File: src/rtl/mux_4to1_64bit_rr_arb.sv
// ---------------------------------------------------------------------------
// mux_4to1_64bit_rr_arb
//
// Round-robin arbiter that shares one 4-to-1 WIDTH-bit mux between four
// valid/ready requesters. Each cycle it picks one winner, drives the mux
// select, and registers the winning word into a single output stage that
// has its own valid/ready handshake.
//
// Ports:
//   clk          rising-edge clock
//   rst          synchronous, active-high reset
//   in_valid[i]  requester i has a word
//   in_ready[i]  requester i's word is taken this cycle (one-hot or zero)
//   data0..3     requester payloads
//   out_valid    output stage holds a word
//   out_ready    downstream accepts the word
//   out_data     registered selected word
//   out_id       index of the requester that supplied out_data
//   sel          combinational mux select (current winner, ptr when idle)
//   grant_cnt0..3 saturating count of accepted words per requester
// ---------------------------------------------------------------------------
module mux_4to1_64bit_rr_arb #(
  parameter int WIDTH     = 64,
  parameter int SEL_WIDTH = 2
) (
  input  logic                 clk,
  input  logic                 rst,
  input  logic [3:0]           in_valid,
  output logic [3:0]           in_ready,
  input  logic [WIDTH-1:0]     data0,
  input  logic [WIDTH-1:0]     data1,
  input  logic [WIDTH-1:0]     data2,
  input  logic [WIDTH-1:0]     data3,
  output logic                 out_valid,
  input  logic                 out_ready,
  output logic [WIDTH-1:0]     out_data,
  output logic [SEL_WIDTH-1:0] out_id,
  output logic [SEL_WIDTH-1:0] sel,
  output logic [15:0]          grant_cnt0,
  output logic [15:0]          grant_cnt1,
  output logic [15:0]          grant_cnt2,
  output logic [15:0]          grant_cnt3
);

  localparam int NREQ = 4;

  logic [SEL_WIDTH-1:0] ptr;
  logic [SEL_WIDTH-1:0] winner;
  logic                 accept_en;
  logic                 accept;
  logic [WIDTH-1:0]     data_mux;
  logic [15:0]          grant_cnt [NREQ];

  // Search ptr+3 down to ptr+0 so the last hit is the requester closest to
  // ptr in round-robin order. With nothing valid the winner stays at ptr.
  // NOTE: every combinational output gets a default before any conditional
  // assignment, so no path can leave it unassigned and infer a latch.
  always_comb begin
    winner = ptr;
    for (int k = NREQ - 1; k >= 0; k--) begin
      if (in_valid[ptr + SEL_WIDTH'(k)]) winner = ptr + SEL_WIDTH'(k);
    end
  end

  assign sel = winner;

  // The output stage can take a word when empty or when it drains this cycle.
  assign accept_en = !out_valid || out_ready;
  assign accept    = !rst && accept_en && (|in_valid);
  assign in_ready  = accept ? (4'b0001 << winner) : 4'b0000;

  always_comb begin
    data_mux = data3;
    case (sel)
      2'd0:    data_mux = data0;
      2'd1:    data_mux = data1;
      2'd2:    data_mux = data2;
      default: data_mux = data3;
    endcase
  end

  // NOTE: state registers use non-blocking assignments so every register
  // samples pre-edge values regardless of statement order.
  always_ff @(posedge clk) begin
    if (rst) begin
      out_valid <= 1'b0;
      out_data  <= '0;
      out_id    <= '0;
      ptr       <= '0;
      // NOTE: the counter array is small flop storage whose cleared state is
      // visible on ports, so it is reset explicitly rather than left as RAM.
      for (int i = 0; i < NREQ; i++) grant_cnt[i] <= '0;
    end else begin
      if (accept) begin
        out_valid <= 1'b1;
        out_data  <= data_mux;
        out_id    <= winner;
        ptr       <= winner + SEL_WIDTH'(1);
        if (grant_cnt[winner] != 16'hFFFF)
          grant_cnt[winner] <= grant_cnt[winner] + 16'd1;
      end else if (out_ready) begin
        // Draining with no replacement: data and id keep their last values.
        out_valid <= 1'b0;
      end
    end
  end

  assign grant_cnt0 = grant_cnt[0];
  assign grant_cnt1 = grant_cnt[1];
  assign grant_cnt2 = grant_cnt[2];
  assign grant_cnt3 = grant_cnt[3];

endmodule

File: config.mk
export PLATFORM = sky130hd
export DESIGN_NAME = mux_4to1_64bit_rr_arb
export DESIGN_NICKNAME = d
export VERILOG_FILES = /design/src/rtl/mux_4to1_64bit_rr_arb.sv
export SDC_FILE = /design/constraint.sdc
export NUM_CORES = 1
export LEC_CHECK = 0
export ABC_AREA = 1
export BUFFER_PORTS_ARGS = -buffer_cell sky130_fd_sc_hd__buf_2
export CAP_MARGIN = 20
export CORE_UTILIZATION = 25
export CTS_CLUSTER_DIAMETER = 50
export DETAILED_ROUTE_END_ITERATION = 16
export HOLD_SLACK_MARGIN = 0.02
export PLACE_DENSITY = 0.45
export SETUP_SLACK_MARGIN = 0.3
export SLEW_MARGIN = 10
export SYNTH_ARGS = -nofsm -noshare
export SYNTH_HDL_FRONTEND = slang
export SYNTH_SLANG_ARGS = --single-unit
File: constraint.sdc
create_clock -name clk -period 5.1 [get_ports clk]
set_input_delay 0 -clock clk [delete_from_list [all_inputs] [get_ports clk]]
set_output_delay 0 -clock clk [all_outputs]
set_load 0.02 [all_outputs]
**After elaboration in Yosys (flattened, before gate mapping)**

Memory sizes are Yosys's and may differ from the RTL's.
Index checks and enable logic that the tools add are counted.
W data, S select, Z words.

- Register bits after elaboration: 69
- Bits in writable memories: 64
- Memories: 1

Memories:

| name | depth | bits a word | rd ports | clocked after Yosys merged registers in | write ports | RTL line | text |
|---|---|---|---|---|---|---|---|
| grant_cnt | 4 | 16 | 5 | 0 | 4 | 52 | `logic [15:0] grant_cnt [NREQ];` |

- $add $sub $neg: 5
- Order comparisons: 4
- Equal/unequal tests: 3
- Shift-type cells: 1
- Muxes and demuxes: 25
- Reduce and logical (&&, ||, !) cells: 9

Operator list:

| operator | number |
|---|---|
| $pmux W64 S3 | 1 |
| $add A16 B1 Y16 const B | 1 |
| $mux W16 | 1 |
| $ne A16 B16 Y1 const B | 1 |
| $reduce_or A16 Y1 | 1 |
| $mux W1 | 13 |
| $lt A2 B3 Y1 const B | 4 |
| $mux W2 | 5 |
| $bmux W1 S2 | 4 |
| $add A2 B1 Y2 const B | 2 |
| $add A2 B2 Y2 const B | 2 |
| $mux W4 | 1 |
| $reduce_or A4 Y1 | 1 |
| $shl A1 B2 Y4 const A | 1 |
| $eq A2 B1 Y1 const B | 1 |
| $eq A2 B2 Y1 const B | 1 |
| $logic_and A1 B1 Y1 | 2 |
| $logic_not A1 Y1 | 2 |
| $logic_not A2 Y1 | 1 |
| $reduce_bool A2 Y1 | 1 |
| $logic_or A1 B1 Y1 | 1 |

**Depth between registers and ports, before layout**

An unclocked memory read counts as a cell.

- Word-level depth: 15
- Gate-level depth with buffers: 24

**Worst setup path after synthesis**

Ideal clock, no wire load.

- Path kind: register to register
- From: register ptr[0]
- To: memory grant_cnt[3][0] (enable)
- Library setup time: 0.389 ns
- Arrival time: 3.142 ns
- Required time: 4.711 ns
- Setup slack: 1.570 ns
- Stages on the path, launching flop included: 23
- Clock period less this slack: 3.530 ns
- Path through: dfxtp_1 buf_6 nand2_1 o21ai_2 nand2_1 nand2_1 nor2_1 nand2_1 nand2_1 a21boi_4 buf_6 buf_6 nand3_1 nand2_2 ha_1 inv_1 nor2_1 nand2_1 nor2_2 nand2_4 nand3_1 nand2_1 nor2_1

RTL lines:

| element | RTL line | text |
|---|---|---|
| start, declared | 47 | `logic [SEL_WIDTH-1:0] ptr;` |
| start signal, assigned | 98 | `ptr <= winner + SEL_WIDTH'(1);` |
| end, declared | 52 |  |

**Worst setup path in the final report**

- From: register ptr[0]
- To: register out_data[54]

- Cells in the longest elaborated chain, start to end: 9
- Elaborated cells between the ends (all ways): 19
- Classes of those cells: add/sub: 3; eq/ne: 2; mux: 13; reduce/logical: 1

RTL lines:

| element | RTL line | text |
|---|---|---|
| $add A2 B2 Y2 | 61 | `if (in_valid[ptr + SEL_WIDTH'(k)]) winner = ptr + SEL_WIDTH'(k);` |
| $bmux W1 S2 | 61 |  |
| $mux W1 (not written as such) | 61 |  |
| $mux W2 (3 in series) | 61 |  |
| $mux W2 (*) | 61 |  |
| $eq A2 B2 Y1, or another cell as far along | 74 | `case (sel)` |
| $pmux W64 S3 (*) | 74 |  |
| end signal, assigned | 96 | `out_data <= data_mux;` |
| end, declared | 36 | `output logic [WIDTH-1:0] out_data,` |

Every way passes the cells marked *; elsewhere a longest branch is shown, timed or not. The select of a mux whose other input is x is not followed.
A chain may end at the register's enable or synchronous reset.

==> impl_metrics.yaml <==
synth:
  synth-compound-area-share_pct: 13.8
  synth.area.mux_share_pct: 0
  synth_enable_flop_cells: 64
  synth.distinct_cells: 36
  post_synth_instance_area_mm2: 0.00857
  synthFlopType: "sky130_fd_sc_hd__dfxtp_1"
  netlist_instances: 1189
  yosys.area_share.adder_pct: 0.876
  yosys.area_share.simple_pct: 37.1
  post_synth_main_area_contributors: "sky130_fd_sc_hd__edfxtp_1, sky130_fd_sc_hd__nand2_1, sky130_fd_sc_hd__dfxtp_1"
  synth_top_area_cell: "sky130_fd_sc_hd__edfxtp_1"
  async_reset_ff_share_pct: 0
  ys_ff_latch: 133
  synthesis.nets: 1458
  area_share_of_the_largest_cell_type_after_synthesis_pct: 22.4
  main_combinational_cell_family_by_area_after_synthesis: "simple AND/OR/NAND/NOR gates"
  sequential_to_total_area_share_from_yosys_stat_pct: 38.5
  synth-xor-area-share_pct: 0.701
  synthesis.area_per_instance_um2: 7.21
  synth.top_cells.by_count: "sky130_fd_sc_hd__nand2_1, sky130_fd_sc_hd__nor2_1, sky130_fd_sc_hd__nand3_1"
  synth.yosys.warnings: 0
  synth_most_common_cell: "sky130_fd_sc_hd__nand2_1"
worst_setup_path:
  criticalPathCategory: "flip-flop to flip-flop"
  critPathCapture: "out_data[54]"
  crit_chain: "inv_2 -> nand2_1 -> nand3_1 -> nand2_1 -> inv_2 -> nand2_2 -> nand2_8 -> nand2_8 -> nand2_4 -> nand2_4 -> buf_4 -> ha_4 -> buf_4 -> nand2_1 -> a31o_2 -> a311oi_1 -> dlygate4sd3_1"
  crit_start: "ptr[0]"
  timing.critical_path.fanout_max: 38
  critPathArrivalTime_ns: 4.85
  cp_endpoint_kind: "flip-flop"
  critical_path.startpoint_type: "flip-flop"
  rrSetupSlack_ns: 0.62
  reg2regPathDepth: 17
  cp_slowest_cell: "sky130_fd_sc_hd__dfxtp_1"
  required_time_worst_endpoint_ns: 5.47
  r2r-start: "ptr[0]"
  critical-path-top-cell-by-count: "sky130_fd_sc_hd__nand2_1"
  critical_path.reg2reg.endpoint: "out_data[54]"
  critical_path.max_stage_delay_ns: 0.65
timing:
  final_max_slew_viol_count: 0
  grt_setup_unrepaired: "false"
  skew_ns: 0.0103
  slew-limit-headroom_pct: 33.4
  finalCriticalPeriod_ns: 4.48
  final-hold-violation-count: 0
  worst_pin_slew_ns: 0.999
  max_freq_mhz: 223
  timing.final.crit_share_pct: 87.9
  final_critical_path_setup_slack_ns: 0.619
  setup_viol_count_final: 0
  setup_total_negative_slack_ns: 0
detailed_routing:
  drt_first_pass_iters: 5
  vias_per_cell: 4.67
  drcViolationCount: 0
  postRouteAntennaNets: 0
  postRouteWirelength_um: 37900
  total_number_of_vias: 9953
  drt_iter0_drc: 643
  routedWlPerCell_um: 17.8
pwr:
  power-per-cell-area_mw_per_mm2: 471
  clockPowerShare_pct: 20.2
  comb_power_share_pct: 54.6
  switching_share_pct: 46.7
  total_leakage_power_nw: 5.95
  share_seq_of_total_power_pct: 25.3
  internal-power_w: 0.00319
  report.power.total_w: 0.00599
  netSwitchingPower_w: 0.00280
  worst_ir_drop_vdd_uv: 233
placed_design:
  worst_slack_at_placement_ns: 0.851
  port_buffers: 399
  gp_congestion: 0.858
  place.detailed.instances: 1976
  detailed_place_hpwl_um: 27700
  placedInstanceArea_mm2: 0.0109
clock_tree:
  clock_tree.root_cell: "sky130_fd_sc_hd__clkbuf_16"
  cts.reportedPaths.clkPinSlew_ns: 0.07
  clk-insertion-delay-late_ns: 0.43
  cts_tree: "done"
  h_tree_lvls: 4
  cts.sink_count: 133
  ctsLongestPathBuffers: 2
  cts_inserted_buffers: 17
status:
  result_of_the_run: "complete, no violations"
die:
  io_pins: 400
  chipHeight_um: 187
  die_w_um: 187
  start_util_pct: 25.5
  rows: 67
  dieArea_mm2: 0.0350
  floorplan.core_area_mm2: 0.0336
final_layout:
  synthToLayoutAreaGrowth_pct: 48.4
  postLayoutCellArea_mm2: 0.0127
  drive_above_1_share_pct: 33.9
  num-fill-cells: 3667
  design.final.nets: 1938
  final_non_filler_cells: 2131
min_path:
  worst_hold_check_path_type: "input pin to flip-flop"
  hp-start: "data1[31]"
grt:
  grt_pass1_vias: 9917
  antenna_found_initial: 1
  global_route_wire_length_before_repair_um: 56400
  grt_start_max_net_pins: 99
  track_usage_pct: 20.9
  grt-ovfl-total: 0
job:
  maxCapViolCount: 0
[sequential cells by signal (all words and copies together), names as in the netlist]
| signal | flops |
|---|---|
| ptr | 2 |
| out_valid | 1 |
| out_id | 2 |
| grant_cnt | 64 |
| out_data | 64 |
[metal layers]
| layer | up-vias | track usage, % | wire, um |
|---|---|---|---|
| li1 | 4886 | - | - |
| met1 | 4651 | 24.8 | 15500 |
| met2 | 359 | 37.8 | 19300 |
| met3 | 57 | 3.17 | 1930 |
| met4 | 0 | 7.98 | 1230 |
| met5 | - | 0 | 0 |
[logic make-up (layout without fill, tap and decap cells)]
group	after synthesis	count (layout)
adders and majority gates	6	6
other	0	1
AOI/OAI and AO/OA	136	136
xor gates and xnor gates	6	6
buffers and inverters	176	669
DFF	133	133
and+or+nand+nor	732	732
[critical path: cells and delay by family, from the launching register on]
family                     cells  cell delay [ns]
AOI/OAI and AO/OA              2             0.46
and+or+nand+nor                9             1.24
buffers and inverters          5             1.52
DFF                            1             0.65
adders and majority gates      1             0.48
[cell usage in the layout, fill, tap and decap left out, types with 3 or more instances in the layout]
master / count
sky130_fd_sc_hd__a311oi_1: 64
sky130_fd_sc_hd__a31o_2: 64
sky130_fd_sc_hd__buf_12: 3
sky130_fd_sc_hd__buf_2: 399
sky130_fd_sc_hd__buf_4: 16
sky130_fd_sc_hd__clkbuf_16: 17
sky130_fd_sc_hd__clkinv_4: 3
sky130_fd_sc_hd__dfxtp_1: 69
sky130_fd_sc_hd__dlygate4sd3_1: 121
sky130_fd_sc_hd__edfxtp_1: 64
sky130_fd_sc_hd__inv_1: 91
sky130_fd_sc_hd__inv_2: 5
sky130_fd_sc_hd__inv_6: 4
sky130_fd_sc_hd__nand2_1: 438
sky130_fd_sc_hd__nand2_2: 13
sky130_fd_sc_hd__nand2_4: 5
sky130_fd_sc_hd__nand2_8: 3
sky130_fd_sc_hd__nand3_1: 93
sky130_fd_sc_hd__nand3_2: 6
sky130_fd_sc_hd__nand3_4: 4
sky130_fd_sc_hd__nand4_1: 4
sky130_fd_sc_hd__nor2_1: 151
sky130_fd_sc_hd__nor2_2: 4
sky130_fd_sc_hd__nor2_4: 6
sky130_fd_sc_hd__o21ai_0: 4
sky130_fd_sc_hd__xor2_1: 5
[layout make-up]
type	instances	area, um^2	share of cell area [%]
Multi-Input combinational cell	880	4530	35.6
Tap cell	448	561	4.41
Timing Repair Buffer	540	3400	26.7
Clock buffer	18	429	3.37
Antenna cell	1	2.50	0.0197
Clock inverter	14	126	0.994
Inverter	97	367	2.88
Sequential cell	133	3300	26.0
[power by group through the flow]
stage	clock network, W	logic (W)	registers, W
CTS	0.00123	0.00326	0.00152
finish	0.00121	0.00327	0.00151
global placement	0	0.00311	0.00154
floorplan	0	0.00192	0.00174
detailed placement	0	0.00311	0.00154
global route	0.00128	0.00356	0.00154
[worst min path at each step]
stage | end | slack, ns | cells after the start
after floorplan | out_data[16] | 0.16 | 2
after global placement | out_data[16] | 0.27 | 3
after detailed placement | out_data[16] | 0.28 | 3
after CTS | out_data[21] | 0.02 | 4
after global routing | out_data[39] | 0.04 | 4
final | out_data[31] | 0.04 | 4
[repair_timing]
action / 4_1_cts / 5_1_grt
endpoints found under the setup margin: 0 / 28
buffers inserted: 0 / 1
resized for setup: 0 / 2
hold endpoints to repair: 65 / 0
hold buffers: 121 / 0
[stage by stage]
stage	util [%]	hold slack (ns)
after detailed placement	32.5	0.275
after floorplan	-	0.158
after global routing	37.8	0.0428
after global placement	32.5	0.268
after CTS	37.7	0.0222
final	37.8	0.0413
Power figures use the tool's default switching activity.
